--- config.mk ---
export PLATFORM = sky130hd
export DESIGN_NAME = shift_seq_reg
export DESIGN_NICKNAME = d
export VERILOG_FILES = /design/src/rtl/shift_seq_reg.sv
export SDC_FILE = /design/constraint.sdc
export NUM_CORES = 1
export LEC_CHECK = 0
export BUFFER_PORTS_ARGS = -buffer_cell sky130_fd_sc_hd__buf_2
export CAP_MARGIN = 10
export CORE_ASPECT_RATIO = 1.1
export CORE_MARGIN = 4
export CORE_UTILIZATION = 40
export CTS_CLUSTER_DIAMETER = 50
export CTS_CLUSTER_SIZE = 14
export DETAILED_ROUTE_END_ITERATION = 10
export PLACE_DENSITY = 0.65
export SYNTH_ARGS = -nofsm -noshare
export SYNTH_HDL_FRONTEND = slang
export SYNTH_SLANG_ARGS = --single-unit
--- constraint.sdc ---
create_clock -name clk -period 2.2 [get_ports clk]
set_input_delay 0.11 -clock clk [delete_from_list [all_inputs] [get_ports clk]]
set_output_delay 0.11 -clock clk [all_outputs]
set_load 0.01 [all_outputs]
--- src/rtl/shift_seq_reg.sv ---
// Universal shift register with a multi-cycle sequencer. A start pulse either
// acts in one edge (hold/load/clear) or runs a shift/rotate one bit per clock.
module shift_seq_reg #(
  parameter int WIDTH = 64,
  parameter int CNT_W = $clog2(WIDTH + 1)
) (
  input  logic             clk,
  input  logic             rst_n,
  input  logic             start,
  input  logic [2:0]       op,
  input  logic [CNT_W-1:0] amt,
  input  logic [WIDTH-1:0] d,
  input  logic             sr,
  input  logic             sl,
  input  logic             abort,
  output logic [WIDTH-1:0] q,
  output logic             so,
  output logic             busy,
  output logic             done
);

  typedef enum logic [2:0] {
    OP_HOLD = 3'b000,
    OP_SHR  = 3'b001,
    OP_SHL  = 3'b010,
    OP_LOAD = 3'b011,
    OP_ROR  = 3'b100,
    OP_ROL  = 3'b101,
    OP_ASR  = 3'b110,
    OP_CLR  = 3'b111
  } op_e;

  typedef enum logic {
    S_IDLE,
    S_SHIFT
  } state_e;

  state_e           state, state_nx;
  op_e              op_r, op_nx;
  logic [CNT_W-1:0] count, count_nx;
  logic [CNT_W-1:0] amt_sat;
  logic [WIDTH-1:0] q_nx;
  logic             so_nx;
  logic             done_nx;

  // One bit-step of the captured operation; returns {shifted-out bit, new q}.
  function automatic logic [WIDTH:0] step(input op_e o, input logic [WIDTH-1:0] v,
                                           input logic s_r, input logic s_l,
                                           input logic so_cur);
    case (o)
      OP_SHR:  return {v[0],       s_r,        v[WIDTH-1:1]};
      OP_SHL:  return {v[WIDTH-1], v[WIDTH-2:0], s_l};
      OP_ROR:  return {v[0],       v[0],       v[WIDTH-1:1]};
      OP_ROL:  return {v[WIDTH-1], v[WIDTH-2:0], v[WIDTH-1]};
      OP_ASR:  return {v[0],       v[WIDTH-1], v[WIDTH-1:1]};
      default: return {so_cur, v};
    endcase
  endfunction

  assign amt_sat = (amt > CNT_W'(WIDTH)) ? CNT_W'(WIDTH) : amt;
  assign busy    = (state == S_SHIFT);

  always_comb begin
    // NOTE: every output of this block gets a default first so no path can infer a latch.
    state_nx = state;
    op_nx    = op_r;
    count_nx = count;
    q_nx     = q;
    so_nx    = so;
    done_nx  = 1'b0;
    case (state)
      S_IDLE: begin
        if (start) begin
          case (op_e'(op))
            OP_HOLD: done_nx = 1'b1;
            OP_LOAD: begin
              q_nx    = d;
              done_nx = 1'b1;
            end
            OP_CLR: begin
              q_nx    = '0;
              done_nx = 1'b1;
            end
            default: begin
              if (amt_sat == '0) begin
                done_nx = 1'b1;
              end else begin
                state_nx = S_SHIFT;
                op_nx    = op_e'(op);
                count_nx = amt_sat;
              end
            end
          endcase
        end
      end
      S_SHIFT: begin
        // Abort freezes the partial result: no step on the aborting edge, no done.
        if (abort) begin
          state_nx = S_IDLE;
          count_nx = '0;
        end else begin
          {so_nx, q_nx} = step(op_r, q, sr, sl, so);
          count_nx      = count - CNT_W'(1);
          if (count == CNT_W'(1)) begin
            state_nx = S_IDLE;
            done_nx  = 1'b1;
          end
        end
      end
      default: state_nx = S_IDLE;
    endcase
  end

  // NOTE: sequential state uses non-blocking assignments so all registers update together.
  always_ff @(posedge clk or negedge rst_n) begin
    if (!rst_n) begin
      state <= S_IDLE;
      op_r  <= OP_HOLD;
      count <= '0;
      q     <= '0;
      so    <= 1'b0;
      done  <= 1'b0;
    end else begin
      state <= state_nx;
      op_r  <= op_nx;
      count <= count_nx;
      q     <= q_nx;
      so    <= so_nx;
      done  <= done_nx;
    end
  end

endmodule

==> run summary, run 1 <==
The flow ran to the end, and the final reports show no timing, DRC or antenna violations. The worst-margin pin slew came out at 918 ps. The min-delay analysis places its worst path in the category input port to flop. After floorplanning, the core was sized to cover 0.0110 mm^2. The via count of the first global-routing pass is 4218.

The number of instances in the synthesized netlist came out at 460. The number of enable flip-flop cells after synthesis came out at 0. The number of placed I/O pins is 147. The number of core rows came out at 40. The tree is rooted in a sky130_fd_sc_hd__clkbuf_16. By area the synthesized netlist is led by sky130_fd_sc_hd__dfrtp_1 (42%), sky130_fd_sc_hd__mux2i_1 (14%), sky130_fd_sc_hd__o211ai_1 (11%).

Input and output buffers added on the ports amount to 146. The endpoint of the lowest-slack register-to-register path is q[30]$_DFFE_PN0P_. The data arrival time of the critical path came out at 2280 ps.

After layout, the minimum clock period comes to 2030 ps. Setup violations remaining at the end of the flow were counted as 0. The number of max-slew violations in the final report is 0. At the end of routability-driven placement, the weighted congestion stood at 0.864. The worst hold path begins at d[54]. The cell area after placement is 0.00537 mm^2.

The die covers 0.0132 mm^2. The power density of the placed cells is 1350 mW/mm^2. The post-synthesis instance area came out at 0.00456 mm^2. Measured along the y axis, the die boundary spans 120 um. The normalized max-slew margin came out at 0.388. The final sum of negative setup slack is 0 ps. The final worst hold slack came out at 22.1 ps. In this run, synthesis produced a sequential element count of 77. The final routed wirelength across all metal layers is 13000 um. The worst hold path terminates at q[54]$_DFFE_PN0P_. The worst IR drop on VDD came out at 0.591 mV. In the synthesized netlist the dominant register cell turns out to be sky130_fd_sc_hd__dfrtp_1. Across the routed clock network, the largest skew measured is 4.19 ps. The data required time of the critical path is 2450 ps. The initial detailed-routing violation count came out at 244. Of the cells placed in the final design, the portion with a size suffix greater than 1 is 0.347. The clock net sink count came out at 77. Counting cells, the worst reg-to-reg path comes to 4. The latest clock arrival within the worst-skew pair is 330 ps.

The die width came out at 110 um. The cell type with the highest aggregate area in the netlist is sky130_fd_sc_hd__dfrtp_1. STA classifies the critical path endpoint as a flop. The summed area of non-filler cells in the final layout is 0.00571 mm^2. Fill cells in the final layout number 1068. The net total in the final layout came out at 673.

The maximum fanout along the worst path is 63. STA classifies the critical path startpoint as a flop. The post-synthesis async set-or-reset flop share came out at 1.00. The highest clock rate came out at 492 MHz.

The total overflow left after global routing is 0. The total number of vias came out at 4161. The HPWL after detailed placement is 8870 um. For this design the static power due to leakage is 0.00284 uW. The buffers inserted during post-CTS setup optimization is 0. The count of cell types in the netlist came out at 43.

TritonCTS built the clock tree. The average wire per standard cell came out at 17.5 um. The effective utilization at floorplan is 0.414. The hold path depth is 3. The number of design rule violations left after detail routing is 0. The number of hold-slack violations in the final timing report is 0. The synthesis-to-layout area growth is 25.2%.

Across all register-to-register paths, the minimum setup slack is 170 ps. In the layout the commonest cells are sky130_fd_sc_hd__buf_2 (145), sky130_fd_sc_hd__dfrtp_1 (76), sky130_fd_sc_hd__nand2_1 (72). The total iterations of the first detailed-routing run came out at 5. The wire length of the first global-routing pass is 21300 um. The number of nets produced by synthesis is 542. The average via count per standard cell came out at 5.60. The H-tree depth is 3. The launch instance of the worst register-to-register path is busy$_DFF_PN0_. Setup repair after global routing left no endpoint under its margin. After clock tree synthesis, the clock-pin slew on the worst setup and hold paths is 60 ps.

The all-layer global routing usage is 0.201. The initial antenna violation count is 1. The number of max-cap violations is 0. The maximum number of pins on one net before global-route repair came out at 64.

The number of warning messages in the yosys log came out at 0. The sequential cell area fraction in the yosys report came out at 0.423. The final cell utilization of the core is 0.518. The most common cell after layout, fill and taps aside is sky130_fd_sc_hd__buf_2. The average instance in the mapped netlist occupies 9.91 um^2.

The maximum buffer depth of the clock tree is 2. The share of the synthesized area in the top cell type came out at 0.423. The clock buffer count from CTS came out at 9. The final cycle utilization of the critical path came out at 0.924. The critical path start-end classification is flop to flop.

The count of nets left with antenna violations once routing finished came out at 0. The count of inserted antenna diode cells came out at 0.
## state kept, by name (all words and copies together) (netlist names)
register	flops
so	1
q	64
done	1
busy	1
count	7
op_r	3
## synth_stat cells (all sizes together) (2+ instances only)
library cell / count
dfrtp: 77
nand2: 72
nand3: 64
o211ai: 64
mux2i: 63
buf: 27
clkbuf: 11
a21oi: 10
inv: 9
nor2: 8
nor3: 7
o221ai: 5
nand2b: 4
a32oi: 3
mux2: 3
a211o: 2
a21o: 2
a22oi: 2
a31o: 2
a31oi: 2
ha: 2
nor2b: 2
nor4: 2
o21ai: 2
o22ai: 2
or3: 2
## per-layer routing
layer | share of wire | global-route usage
met4 | 0.020 | 0.0694
met1 | 0.42 | 0.260
met2 | 0.50 | 0.332
met5 | 0.0010 | 0
met3 | 0.057 | 0.0382
## stage by stage
stage	std cells	worst slack [ps]	power, uW
4_1_cts	743	117	7780
3_5_place_dp	725	139	6200
5_1_grt	743	26.5	8260
2_1_floorplan	460	474	4950
6_report	743	167	7700
3_3_place_gp	725	223	6070
## cells by family after synthesis
| group | synth area share |
|---|---|
| buffers and inverters | 0.0653 |
| adders and majority gates | 0.00549 |
| muxes | 0.146 |
| DFF | 0.423 |
| and+or+nand+nor | 0.191 |
| xor gates and xnor gates | 0.00192 |
| AOI/OAI and AO/OA | 0.168 |
## worst max-delay path, stage by stage (launching register included)
cell and delay, ps:
sky130_fd_sc_hd__dfrtp_1 450, sky130_fd_sc_hd__and4b_1 400, sky130_fd_sc_hd__a31o_4 730, sky130_fd_sc_hd__nand3_1 180
sky130_fd_sc_hd__o211ai_1 150
## where the power goes
group          switching, uW  internal (uW)  total (uW)
sequential               736           2040        2780
combinational           1860           1520        3380
clock                    581            966        1550
## area by class of cell
class                      count  area [um^2]  share of cell area
tap                          147          184              0.0322
multi-input combinational    336         2370               0.415
clock buffer                  12          267              0.0467
sequential                    77         1930               0.338
timing repair buffer         158          878               0.154
clock inverter                 4         45.0             0.00789
inverter                       9         33.8             0.00592
## worst max path at each step
stage	start	end	slack, ps	depth (start not counted)
global route	op_r[2]$_DFFE_PN0P_	q[35]$_DFFE_PN0P_	30	4
floorplan	op_r[0]$_DFFE_PN0P_	q[2]$_DFFE_PN0P_	470	8
CTS	op_r[1]$_DFFE_PN0P_	q[30]$_DFFE_PN0P_	120	4
global placement	op_r[1]$_DFFE_PN0P_	q[48]$_DFFE_PN0P_	220	4
detailed placement	op_r[1]$_DFFE_PN0P_	q[30]$_DFFE_PN0P_	140	4
finish	busy$_DFF_PN0_	q[30]$_DFFE_PN0P_	170	4
## timing repair
item	4_1_cts	5_1_grt
hold buffers	2	0
setup endpoints to repair	0	20
endpoints found under the hold margin	60	0
gates resized for setup	0	1
Note: power is estimated with default switching activity, not from simulation.
==> inputs of run 2 (changes only) <==
--- a/config.mk
+++ b/config.mk
@@ -9,11 +9,10 @@
 export CAP_MARGIN = 10
 export CORE_ASPECT_RATIO = 1.1
 export CORE_MARGIN = 4
-export CORE_UTILIZATION = 40
+export CORE_UTILIZATION = 35
 export CTS_CLUSTER_DIAMETER = 50
 export CTS_CLUSTER_SIZE = 14
 export DETAILED_ROUTE_END_ITERATION = 10
-export PLACE_DENSITY = 0.65
 export SYNTH_ARGS = -nofsm -noshare
 export SYNTH_HDL_FRONTEND = slang
 export SYNTH_SLANG_ARGS = --single-unit
==> run summary, run 2 (synthesis gave the netlist of run 1 again) <==
Of the cells placed in the final design, the portion with a size suffix greater than 1 is 0.343. The placed wire-length estimate after detailed placement is 8800 um. The library cells used most frequently in the layout, excluding fill and tap cells, are sky130_fd_sc_hd__buf_2 (145), sky130_fd_sc_hd__dfrtp_1 (75), sky130_fd_sc_hd__nand2_1 (72). For this design the static power due to leakage is 0.00281 uW. The power dissipated by switching net loads came out at 3130 uW. The wire length of the first global-routing pass came out at 21200 um. The data required time of the critical path came out at 2450 ps. The data arrival time of the critical path came out at 2220 ps. After detailed routing, the average wire length per cell comes to 17.5 um. The hold path depth is 3. TritonCTS built the clock tree. CTS built an H-tree with a depth of 3. The count of inserted antenna diode cells is 0. The maximum number of pins on one net before global-route repair came out at 64. The class of the tightest hold or removal check is input port to flop.

The normalized max-slew margin is 0.394. The internal power is 4340 uW. The synthesis-to-layout area growth came out at 24.3%. Setup total negative slack on the finished layout was measured at 0 ps. The total iterations of the first detailed-routing run is 5. Setup repair after global routing left no endpoint under its margin.

The library cell used most frequently in the layout, excluding fill and tap cells, is sky130_fd_sc_hd__buf_2. The initial antenna violation count is 1. In this run, placement finished with an instance count of 735.

The post-route clock skew came out at 4.36 ps. The average via count per standard cell came out at 5.46. The worst-margin pin slew is 909 ps. The via count of the first global-routing pass came out at 4165. The fraction of power consumed by combinational cells is 0.450. The total number of vias is 4109.

The endpoint kind of the worst setup timing path is a flop. The number of design rule violations left after detail routing came out at 0. Of the total power, the share spent switching nets is 0.419.

The antenna violation net count after detailed routing came out at 0. The area of the die came out at 0.0149 mm^2. The initial detailed-routing violation count came out at 336. The effective utilization at floorplan is 0.359. The vertical extent of the die is 128 um.

STA classifies the critical path startpoint as a flop. The clock drives 77 sinks. For this run, the top clock speed supported by timing is 507 MHz. The number of max-cap violations is 0. The cell count of the worst reg-to-reg path is 4.

The all-layer global routing usage is 0.177. The portion of total power attributed to sequential cells came out at 0.370. The finished layout holds 752 standard cells, fillers aside. Setup violations remaining at the end of the flow were counted as 0.

The final routed wirelength across all metal layers is 13200 um. No sink is reached through more buffers than the 2 on the longest clock path. The clock buffer count from CTS is 9. The latest clock arrival within the worst-skew pair is 330 ps. The worst-case IR drop observed on VDD is 0.605 mV. The total area inside the core boundary comes to 0.0127 mm^2. The number of hold-slack violations in the final timing report was 0. The flip-flop count of the largest register, all copies and words added came out at 64.

The global placement routability congestion is 0.835. The largest registers in the layout are q x64, count x7, op_r x3. The shortest period the worst path allows is 1970 ps. The clock share of power came out at 0.180.

The number of placed I/O pins came out at 147. The run finished with clean final reports. The die width came out at 117 um.

The clock-pin slew reported for the worst setup and hold paths after clock tree synthesis is 60 ps. The tree is rooted in a sky130_fd_sc_hd__clkbuf_16. Along the worst path, the maximum fanout reaches 63. After global routing the overflow that remains totals 0.

The final layout contains 673 nets. In the finished design, the share of the clock period the worst path needs comes to 0.897. Post-CTS timing repair inserted 0 buffers for setup. In this run the power density over the cells is 1320 mW/mm^2. Ranked by flip-flop count, first place goes to q.

The number of core rows is 43. Port buffering added 146 buffers. The critical path in this run is classified as flop to flop. The number of max-slew violations in the final report was 0.
run 2: stage by stage:
step / util / power (uW) / area, um^2 / worst slack, ps / hold WS [ps]
after floorplan: - / 4950 / 4560 / 474 / -186
after global placement: 0.424 / 6080 / 5390 / 210 / 259
after detailed placement: 0.424 / 6160 / 5390 / 152 / 257
after CTS: 0.446 / 7560 / 5670 / 131 / 9.26
after global routing: 0.446 / 8050 / 5670 / 24.5 / 28.8
final: 0.446 / 7470 / 5670 / 227 / 24.6
run 2: area by class of cell:
class,instances,area (um^2)
Clock inverter,2,10.0
Tap cell,157,196
Multi-Input combinational cell,336,2370
Timing Repair Buffer,158,878
Sequential cell,77,1930
Fill cell,1230,7030
Clock buffer,13,250
Inverter,9,33.8
run 2: worst paths after layout:
| kind | from | endpoint | slack [ps] |
|---|---|---|---|
| worst max-delay path | op_r[2]$_DFFE_PN0P_ | q[40]$_DFFE_PN0P_ | 230 |
| worst min-delay path | d[43] | q[43]$_DFFE_PN0P_ | 20 |
| worst max register to register | op_r[2]$_DFFE_PN0P_ | q[40]$_DFFE_PN0P_ | 230 |
| worst min register to register | count[6]$_DFFE_PN0P_ | count[6]$_DFFE_PN0P_ | 520 |
| max in group asynchronous | rst_n | q[29]$_DFFE_PN0P_ | 1060 |
| min in group asynchronous | rst_n | q[58]$_DFFE_PN0P_ | 430 |
run 2: per-layer routing:
metal  track usage  share of wire  up-vias
li1              -              -     1962
met1         0.227           0.44     2003
met2         0.293           0.49      119
met3        0.0255          0.045       23
met4        0.0816          0.026        2
met5             0         0.0012        -
run 2: timing repair:
action	CTS	global route
gates resized for setup	0	2
hold buffers	2	0
hold endpoints to repair	60	0
endpoints found under the setup margin	0	22
run 2: critical path: stages, from the launching register on:
cell and delay, ps:
sky130_fd_sc_hd__dfrtp_1 470, sky130_fd_sc_hd__or3_1 280, sky130_fd_sc_hd__a31o_4 800, sky130_fd_sc_hd__nand3_1 180, sky130_fd_sc_hd__o211ai_1 150
run 2: power by group through the flow:
stage                     Combinational, uW  Sequential, uW  Clock (uW)
after CTS                              3400            2770        1400
after global routing                   3710            2880        1450
after floorplan                        2090            2860           0
final                                  3360            2760        1350
after global placement                 3320            2770           0
after detailed placement               3380            2790           0
==> inputs of run 3 (changes only) <==
--- a/config.mk
+++ b/config.mk
@@ -8,11 +8,11 @@
 export BUFFER_PORTS_ARGS = -buffer_cell sky130_fd_sc_hd__buf_2
 export CAP_MARGIN = 10
 export CORE_ASPECT_RATIO = 1.1
-export CORE_MARGIN = 4
 export CORE_UTILIZATION = 35
 export CTS_CLUSTER_DIAMETER = 50
-export CTS_CLUSTER_SIZE = 14
+export CTS_CLUSTER_SIZE = 40
 export DETAILED_ROUTE_END_ITERATION = 10
+export GPL_TIMING_DRIVEN = 0
 export SYNTH_ARGS = -nofsm -noshare
 export SYNTH_HDL_FRONTEND = slang
 export SYNTH_SLANG_ARGS = --single-unit
==> run summary, run 3 (synthesis gave the netlist of run 1 again) <==
The synthesis-to-layout area growth came out at 28.8%. The maximum fanout along the worst path is 10. The clock-pin slew reported for the worst setup and hold paths after clock tree synthesis came out at 60 ps.

In this run the critical register-to-register path is launched from op_r[2]$_DFFE_PN0P_. The final cycle utilization of the critical path is 0.950. The startpoint identified for the worst hold timing path is d[32]. The total of endpoints with negative setup slack in the final report came out at 0. The setup slack on the worst flop-to-flop path came out at 110 ps. In the layout the commonest cells are sky130_fd_sc_hd__buf_2 (158), sky130_fd_sc_hd__dfrtp_1 (77), sky130_fd_sc_hd__nand2_1 (72). For the worst setup path, the data required time is 2400 ps. Leaving out filler cells and counting taps, the final layout contains 783. The data arrival time of the critical path is 2290 ps. Leaving out fill and tap cells, the most frequent cell in the layout is sky130_fd_sc_hd__buf_2. The number of hold-slack violations in the final timing report came out at 0. The count of port buffers added during placement is 146. The number of design rule violations left after detail routing came out at 0. The post-route clock skew came out at 4.44 ps.

The via count of the first global-routing pass is 4192. The initial detailed-routing violation count came out at 222. The maximum number of pins on one net before global-route repair is 66.

The clock buffer count from CTS came out at 9. In this run the number of H-tree levels came out at 3. The number of core rows is 43. At the end of routability-driven placement, the weighted congestion stood at 0.861. The latest clock arrival within the worst-skew pair is 340 ps. The worst-case IR drop observed on VDD is 0.561 mV. In this run the count of I/O pins placed on the die edge is 147. In the final routed layout, each cell accounts on average for 16.9 um. Max-cap violations in this run came to 0. The all-layer global routing usage came out at 0.201. The initial antenna violation count is 2.

For this design the static power due to leakage is 0.00293 uW. The flip-flop count of the largest register, all copies and words added is 64. The worst setup path is captured at a flop. TritonCTS built the clock tree. The maximum buffer depth of the clock tree came out at 2. Based on the critical path, the design can be clocked at up to 478 MHz. The average via count per standard cell is 5.34. Along the worst hold path, the cell count comes to 3. The number of max-slew violations in the final report came to 0.

The total number of vias came out at 4181. Subtracting the final worst setup slack from the clock period gives 2090 ps. The net total in the final layout came out at 702.

The area of the die came out at 0.0135 mm^2. In this run the tightest slew margin relative to its limit is 0.638. The worst-margin pin slew came out at 543 ps. The pre-CTS worst setup slack came out at 61.3 ps.

The post-route worst setup slack is 109 ps. In this run the horizontal extent of the chip is 111 um. The clock net sink count is 77. The run finished with clean final reports. In the final layout, the share of cells above drive strength 1 is 0.355. The number of inserted filler cells in the final layout is 1259. The startpoint kind of the worst setup timing path is a flop. The number of cells on the worst reg-to-reg path is 5. In this run the clock root is driven by a sky130_fd_sc_hd__clkbuf_16. The endpoint of the lowest-slack register-to-register path is q[20]$_DFFE_PN0P_. The class of the tightest hold or removal check is input port to flop. In this run, placement finished with an instance count of 764. The initial utilization of the core area, before any placement, comes to 0.361. After global routing the overflow that remains totals 0. The first global-routing pass estimated 21400 um of wire.

The final routed wirelength across all metal layers is 13200 um. The largest registers in the layout are q x64, count x7, op_r x3. Power spread over the standard cell area amounts to 1340 mW/mm^2. The core footprint came out at 0.0126 mm^2. Ranked by flip-flop count, first place goes to q. Once detail routing completed, the nets flagged for antenna violations numbered 0. The HPWL after detailed placement is 9550 um. In this run the vertical extent of the chip is 122 um.

The total iterations of the first detailed-routing run is 4. The buffers inserted during post-CTS setup optimization came out at 0. Setup repair after global routing could not meet its margin everywhere. The critical path is of the flop to flop type. The path with the worst hold slack has its endpoint at q[32]$_DFFE_PN0P_.
-- run 3: cell types whose count changed in the layout (fill, tap and decap cells not counted), sizes merged --
| cell | previous run | this run |
|---|---|---|
| buf | 156 | 175 |
| clkbuf | 13 | 22 |
| bufinv | 0 | 2 |
| diode | 0 | 1 |
-- run 3: metal layers --
metal | vias up | track usage | share of wire
li1 | 2023 | - | -
met1 | 2019 | 0.252 | 0.44
met2 | 117 | 0.335 | 0.49
met3 | 20 | 0.0388 | 0.046
met4 | 2 | 0.0950 | 0.020
met5 | - | 0 | 0.00083
-- run 3: repair_timing --
item | 4_1_cts | 5_1_grt
endpoints found under the setup margin | 0 | 54
hold endpoints to repair | 78 | 0
hold buffers | 2 | 0
resized for setup | 0 | 6
-- run 3: power by group --
| group | switching [uW] | internal (uW) | leakage, uW | total (uW) |
|---|---|---|---|---|
| clock network | 591 | 1050 | 0.000163 | 1640 |
| registers | 702 | 2040 | 0.000961 | 2750 |
| logic | 1890 | 1570 | 0.00181 | 3460 |
| total | 3180 | 4670 | 0.00293 | 7850 |
-- run 3: how the worst max path moves through the flow --
stage               slack, ps                 to           startpoint  cells after the start
floorplan                 470   q[2]$_DFFE_PN0P_  op_r[0]$_DFFE_PN0P_                      8
global placement           80   q[4]$_DFFE_PN0P_       busy$_DFF_PN0_                      5
detailed placement         60  q[53]$_DFFE_PN0P_  op_r[2]$_DFFE_PN0P_                      5
CTS                        40  q[53]$_DFFE_PN0P_  op_r[2]$_DFFE_PN0P_                      5
global route              -60  q[15]$_DFFE_PN0P_  op_r[2]$_DFFE_PN0P_                      5
finish                    110  q[20]$_DFFE_PN0P_  op_r[2]$_DFFE_PN0P_                      5
-- run 3: final cells by class --
type	count	area [um^2]	area share
inverter	9	33.8	0.00575
timing repair buffer	149	781	0.133
clock inverter	4	70.1	0.0119
clock buffer	12	256	0.0437
antenna	1	2.50	0.000426
sequential	77	1930	0.328
multi-input combinational	336	2340	0.398
buffer	38	267	0.0454
tap	157	196	0.0335
-- run 3: worst max-delay path, cell delays in order (launching register included) --
cell	delay (ps)
sky130_fd_sc_hd__dfrtp_1	460
sky130_fd_sc_hd__or3_1	380
sky130_fd_sc_hd__buf_2	160
sky130_fd_sc_hd__nand3_1	360
sky130_fd_sc_hd__buf_1	420
sky130_fd_sc_hd__o211ai_1	170
-- run 3: per-stage QoR --
stage | setup TNS, ps | hold slack, ps | utilization | cell area, um^2 | total power (uW)
after floorplan | 0 | -186 | - | 4560 | 4950
after detailed placement | 0 | -19.1 | 0.436 | 5520 | 6250
after CTS | 0 | 6.45 | 0.464 | 5860 | 7930
after global routing | -655 | 17.1 | 0.464 | 5870 | 8400
final | 0 | 15.8 | 0.464 | 5870 | 7850
after global placement | 0 | 348 | 0.434 | 5490 | 6140
